## src/rtl/signal_phase_sequencer.sv

```systemverilog
// signal_phase_sequencer: four-way N->E->S->W signal rotation.
// Each road goes GREEN -> YELLOW -> ALL_RED. The green time for a road is latched
// (and clamped) from the adaptation stage on entry to GREEN. next_road is fed back
// so the adaptation stage can prepare the upcoming road's green time.
// Optional build macro: EMERGENCY_PREEMPT_EN adds emerg_req/emerg_road pre-emption.
module signal_phase_sequencer #(
  parameter int unsigned YELLOW_T  = 3,
  parameter int unsigned ALL_RED_T = 1,
  parameter int unsigned MIN_GREEN = 5,
  parameter int unsigned MAX_GREEN = 60
) (
  input  logic       clk,
  input  logic       reset,
  input  logic       tick,
  input  logic [7:0] TGn,
  input  logic [7:0] TGe,
  input  logic [7:0] TGs,
  input  logic [7:0] TGw,
`ifdef EMERGENCY_PREEMPT_EN
  input  logic       emerg_req,
  input  logic [1:0] emerg_road,
`endif
  output logic [1:0] next_road,
  output logic [1:0] current_road,
  output logic [2:0] light_n,
  output logic [2:0] light_e,
  output logic [2:0] light_s,
  output logic [2:0] light_w,
  output logic [7:0] remaining,
  output logic       phase_done
);

  typedef enum logic [1:0] {
    StGreen  = 2'd0,
    StYellow = 2'd1,
    StAllRed = 2'd2
  } state_e;

  localparam logic [2:0] LampRed    = 3'b100;
  localparam logic [2:0] LampYellow = 3'b010;
  localparam logic [2:0] LampGreen  = 3'b001;

  localparam logic [7:0] YellowLoad = 8'(YELLOW_T);
  localparam logic [7:0] AllRedLoad = 8'(ALL_RED_T);
  localparam logic [7:0] MinGreen   = 8'(MIN_GREEN);
  localparam logic [7:0] MaxGreen   = 8'(MAX_GREEN);

  // Pre-emption request as seen by the core; constant zero when the feature is absent.
  logic       emerg_act;
  logic [1:0] emerg_sel;

`ifdef EMERGENCY_PREEMPT_EN
  assign emerg_act = emerg_req;
  assign emerg_sel = emerg_road;
`else
  assign emerg_act = 1'b0;
  assign emerg_sel = 2'd0;
`endif

  state_e          state_q, state_d;
  logic [1:0]      cur_q, cur_d;
  logic [1:0]      nxt_q, nxt_d;
  logic [7:0]      rem_q, rem_d;
  logic            phase_done_q, phase_done_d;
  logic [3:0][2:0] lights_q, lights_d;

  // Road that the coming ALL_RED->GREEN edge would enter, including any override.
  logic [1:0] nxt_eff;
  logic [7:0] tg_sel;

  function automatic logic [7:0] clamp_green(input logic [7:0] tg);
    if (tg < MinGreen) begin
      return MinGreen;
    end else if (tg > MaxGreen) begin
      return MaxGreen;
    end
    return tg;
  endfunction

  // Select the green-time input for the road about to be entered.
  always_comb begin
    nxt_eff = nxt_q;
    if (emerg_act && (state_q != StGreen)) begin
      nxt_eff = emerg_sel;
    end
    unique case (nxt_eff)
      2'd0:    tg_sel = TGn;
      2'd1:    tg_sel = TGe;
      2'd2:    tg_sel = TGs;
      default: tg_sel = TGw;
    endcase
  end

  // Next-state logic: tick-driven countdown, phase transitions and pre-emption.
  always_comb begin
    state_d      = state_q;
    cur_d        = cur_q;
    nxt_d        = nxt_q;
    rem_d        = rem_q;
    phase_done_d = 1'b0;

    unique case (state_q)
      StGreen: begin
        if (emerg_act && (emerg_sel != cur_q)) begin
          // Cut the current green short without waiting for the time base.
          state_d = StYellow;
          rem_d   = YellowLoad;
        end else if (emerg_act) begin
          // Emergency road holds green: countdown frozen.
          rem_d = rem_q;
        end else if (tick) begin
          if (rem_q > 8'd1) begin
            rem_d = rem_q - 8'd1;
          end else begin
            state_d = StYellow;
            rem_d   = YellowLoad;
          end
        end
      end

      StYellow: begin
        nxt_d = nxt_eff;
        if (tick) begin
          if (rem_q > 8'd1) begin
            rem_d = rem_q - 8'd1;
          end else begin
            state_d = StAllRed;
            rem_d   = AllRedLoad;
          end
        end
      end

      StAllRed: begin
        nxt_d = nxt_eff;
        if (tick) begin
          if (rem_q > 8'd1) begin
            rem_d = rem_q - 8'd1;
          end else begin
            state_d      = StGreen;
            cur_d        = nxt_eff;
            nxt_d        = nxt_eff + 2'd1;
            rem_d        = clamp_green(tg_sel);
            phase_done_d = 1'b1;
          end
        end
      end

      default: begin
        // Unreachable encoding: fall back to a safe clearance interval.
        state_d = StAllRed;
        rem_d   = AllRedLoad;
      end
    endcase
  end

  // Lamp decode from the next state so lamps change on the same edge as the state.
  always_comb begin
    for (int i = 0; i < 4; i++) begin
      lights_d[i] = LampRed;
    end
    unique case (state_d)
      StGreen:  lights_d[cur_d] = LampGreen;
      StYellow: lights_d[cur_d] = LampYellow;
      default:  lights_d[cur_d] = LampRed;
    endcase
  end

  // State and output registers; reset parks in ALL_RED so north is served first.
  always_ff @(posedge clk or negedge reset) begin
    if (!reset) begin
      state_q      <= StAllRed;
      cur_q        <= 2'd3;
      nxt_q        <= 2'd0;
      rem_q        <= AllRedLoad;
      phase_done_q <= 1'b0;
      lights_q     <= {4{LampRed}};
    end else begin
      state_q      <= state_d;
      cur_q        <= cur_d;
      nxt_q        <= nxt_d;
      rem_q        <= rem_d;
      phase_done_q <= phase_done_d;
      lights_q     <= lights_d;
    end
  end

  assign next_road    = nxt_q;
  assign current_road = cur_q;
  assign remaining    = rem_q;
  assign phase_done   = phase_done_q;
  assign light_n      = lights_q[0];
  assign light_e      = lights_q[1];
  assign light_s      = lights_q[2];
  assign light_w      = lights_q[3];

endmodule

```

## config.mk

```make
export PLATFORM = sky130hd
export DESIGN_NAME = signal_phase_sequencer
export DESIGN_NICKNAME = d
export VERILOG_FILES = /design/src/rtl/signal_phase_sequencer.sv
export SDC_FILE = /design/constraint.sdc
export NUM_CORES = 1
export LEC_CHECK = 0
export CORE_ASPECT_RATIO = 1.4
export CORE_MARGIN = 5
export CORE_UTILIZATION = 40
export CTS_CLUSTER_DIAMETER = 100
export DETAILED_ROUTE_END_ITERATION = 12
export PLACE_DENSITY = 0.73
export SLEW_MARGIN = 25
export SYNTH_ARGS = -nofsm -noshare
export SYNTH_HDL_FRONTEND = slang
export SYNTH_SLANG_ARGS = --single-unit
```

## constraint.sdc

```tcl
create_clock -name clk -period 2.7 [get_ports clk]
set_input_delay 0.81 -clock clk [delete_from_list [all_inputs] [get_ports clk]]
set_output_delay 0.81 -clock clk [all_outputs]
set_load 0.02 [all_outputs]
```

==> out/metrics.cfg <==
[synthesis]
synth_edf_count = 0
synth-main-ff-cell = dfrtp_1
async_set_or_reset_register_ratio_after_synthesis_pct = 100
ys_seq_area_share_pct = 41.9
synthesized_netlist_cell_count = 164
yosys.area.top_type = dfrtp_1
synth.distinct_cells = 46
synthesis.area_per_instance_um2 = 9.98
yosys_warnings = 0
synth-seq-cells = 27
synthesis.area_um2 = 1640
yosysTopAreaCellShare_pct = 29.1
ys_top_cells_by_area = dfrtp_1 29%, dfstp_2 13%, ha_1 4.6%
synth_fp_nets = 205

[cells_and_area]
layout.nets = 270
layout_cell_share_with_drive_strength_beyond_1_pct = 14.5
layout_commonest_cell = clkdlybuf4s50_1
layout.core_utilization_pct = 59.1
flow.area_growth_from_synthesis_pct = 42.7
fin_area_um2 = 2330
mostFrequentLayoutCells = 59 x clkdlybuf4s50_1, 19 x dfrtp_1, 15 x nor2_1, 15 x o21ai_0, 10 x nand2_1
num_antenna_cells = 0

[floorplanning]
full_die_area_um2 = 5490
core_region_area_um2 = 3950
top_level_ports = 60
die_x_um = 64.1
die_y_um = 85.7
initial_core_utilization_pct = 41.4
num_rows = 27

[routing]
detailed_routing_iterations_pass_1 = 6
drc = 0
antenna_violating_nets_post_route = 0
dr.first_iter.drc_count = 56
route.vias.total = 1504
drt-vias-per-instance = 5.55
wire_per_inst_um = 14.8
postRouteWirelength_um = 4020

[cts]
post_cts_buffers = 0
worst_setup_hold_path_clk_slew_ns = 0.10
postCtsResizedCells = 0
cts_sinks = 27
post_cts_hold_buffer_count = 0
root_buffer = clkbuf_8
ctsHtreeMaxLevel = 1
clock_buffer_depth = 2
tritoncts_clock_tree = built
clock_latency_ns = 0.28
cts_inserted_buffers = 3

[worst_setup_path]
worst_setup_path_end_kind = primary output
worst_r2r_endpoint = light_s[0]$_DFF_PN0_
setup.worst_path.start_class = register
timing_endpoint_of_the_critical_path = current_road[1]
critPathLaunch = current_road[1]$_DFF_PN1_
reg2reg_depth = 8
timing.critical_path.slowest_cell_delay_ns = 0.62
data_arrival_critical_path_ns = 1.50
critical_path.n_buffers_inverters = 1
rrSetupSlack_ns = 0.48
timing.critical_path.cells = clkdlybuf4s50_1
crit_slowest_cell = clkdlybuf4s50_1
path_class = reg -> out
critical_path_required_ns = 1.89
critical_path_cell_count = 1
worstReg2RegStart = remaining[0]$_DFFE_PN1P_
critical_path_peak_fanout = 7
cpLargestDelayFamily = buffers and inverters

[sta]
fin_crit_ns = 2.31
max-slew-margin-rel_pct = 64.2
finalMaxSlewViolations = 0
final_worst_clock_skew_ns = 0.00405
timing.final.crit_share_pct = 85.7
achievable-frequency_mhz = 432
worstMarginPinSlew_ns = 0.535
hold_viol_final = 0
final.setup.tns_ns = 0
setup-violations-final = 0
rsz0062_at_grt = false

[global_routing]
met3_global_route_usage_pct = 1.97
grt_use_total_pct = 15.1
global_route.peak_usage_layer = met2
gr-total-overflow = 0
antenna_violations_before_repair = 0
via_count_of_the_first_global_routing_pass = 1493
grt_util_met1_pct = 16.7
grt_first_pass_wirelength_um = 6730
pin_count_of_the_biggest_net_entering_global_routing = 28
grt.met2_usage_pct = 27.4

[pwr]
seqPwrFrac_pct = 30.5
power.combinational.fraction_pct = 59.6
switching_power_uw = 1110
part_of_the_power_in_the_clock_network_pct = 9.9
power-per-cell-area_nw_per_um2 = 1080
power_leakage_uw = 0.000950
power.switching_fraction_pct = 44.0
vdd_drop_max_v = 0.000650
power.internal_uw = 1410

[placement]
place.gp.congestion = 0.883
port_buffers = 59
dpl-instance-area_um2 = 2280
half_perimeter_wire_length_after_placement_um = 3170

[flow_run]
drv.max_cap_violation_count = 0

[outcome]
outcome = finished, final reports clean

[min_path]
hold_path_class = reg -> reg

## cell families (layout without fill, tap and decap cells)
| group | count (synthesis) | in the layout | synth area share (%) |
|---|---|---|---|
| flops | 27 | 27 | 41.9 |
| mux | 5 | 5 | 3.52 |
| fa+ha+maj | 6 | 6 | 4.59 |
| compound gates | 50 | 50 | 21.7 |
| buf+inv | 13 | 77 | 3.90 |
| xor+xnor | 4 | 4 | 2.14 |
| simple gates | 59 | 59 | 22.2 |
## cell usage after synthesis (2+ instances only)
master	number
nor2b_1	7
inv_1	9
or3_1	2
dfrtp_1	19
nand2_1	10
ha_1	6
buf_6	2
nand3b_1	2
xnor2_1	3
a31oi_1	4
and3_2	2
nor2_1	15
nor3_1	2
nand2b_1	3
nor3_4	2
o311ai_0	3
mux2i_1	2
a222oi_1	6
or2_2	4
mux2_2	2
dfstp_2	8
o21ai_0	15
o31ai_1	3
nand4_1	3
a21oi_1	9
## stage by stage
stage / hold slack [ns] / std cells / setup WS [ns] / power (uW)
floorplan: 0.514 / 164 / 0.616 / 1760
global placement: 0.555 / 267 / 0.232 / 2270
detailed placement: 0.544 / 267 / 0.191 / 2280
CTS: 0.558 / 271 / 0.373 / 2530
global route: 0.590 / 271 / 0.234 / 2720
finish: 0.555 / 271 / 0.386 / 2510
## cell type report
cell class,instances,area [um^2]
inverter,10,37.5
multi-input combinational,124,887
clock inverter,1,8.76
tap,43,53.8
clock buffer,3,41.3
fill,354,1620
timing repair buffer,63,621
sequential,27,686
## state kept, by name, indices dropped and copies added, names as in the netlist
signal,flops
light_s,3
remaining,8
next_road,2
light_e,3
phase_done,1
light_n,3
current_road,2
state_q,2
light_w,3
## power by group through the flow
stage,Combinational [uW],Clock (uW),Sequential (uW)
CTS,1510,254,771
floorplan,854,0,906
detailed placement,1500,0,779
global placement,1490,0,777
global route,1650,269,801
finish,1500,249,768
## worst min-delay path by stage
stage	start	endpoint	slack [ns]	cells past startpoint
finish	current_road[0]$_DFF_PN1_	light_w[1]$_DFF_PN0_	0.56	2
global route	current_road[0]$_DFF_PN1_	light_w[1]$_DFF_PN0_	0.59	2
CTS	current_road[0]$_DFF_PN1_	light_w[1]$_DFF_PN0_	0.56	2
detailed placement	current_road[0]$_DFF_PN1_	light_w[1]$_DFF_PN0_	0.54	2
global placement	current_road[0]$_DFF_PN1_	light_w[1]$_DFF_PN0_	0.56	2
floorplan	reset	light_e[0]$_DFF_PN0_	0.51	0
## metal layers
layer | wire (um) | part of all wire [%] | up-vias
met5 | 0 | 0 | -
met4 | 133 | 3.3 | 0
met3 | 216 | 5.4 | 9
met2 | 2080 | 52 | 51
met1 | 1590 | 40 | 709
li1 | - | - | 735
(Power assumes the default switching activity.)
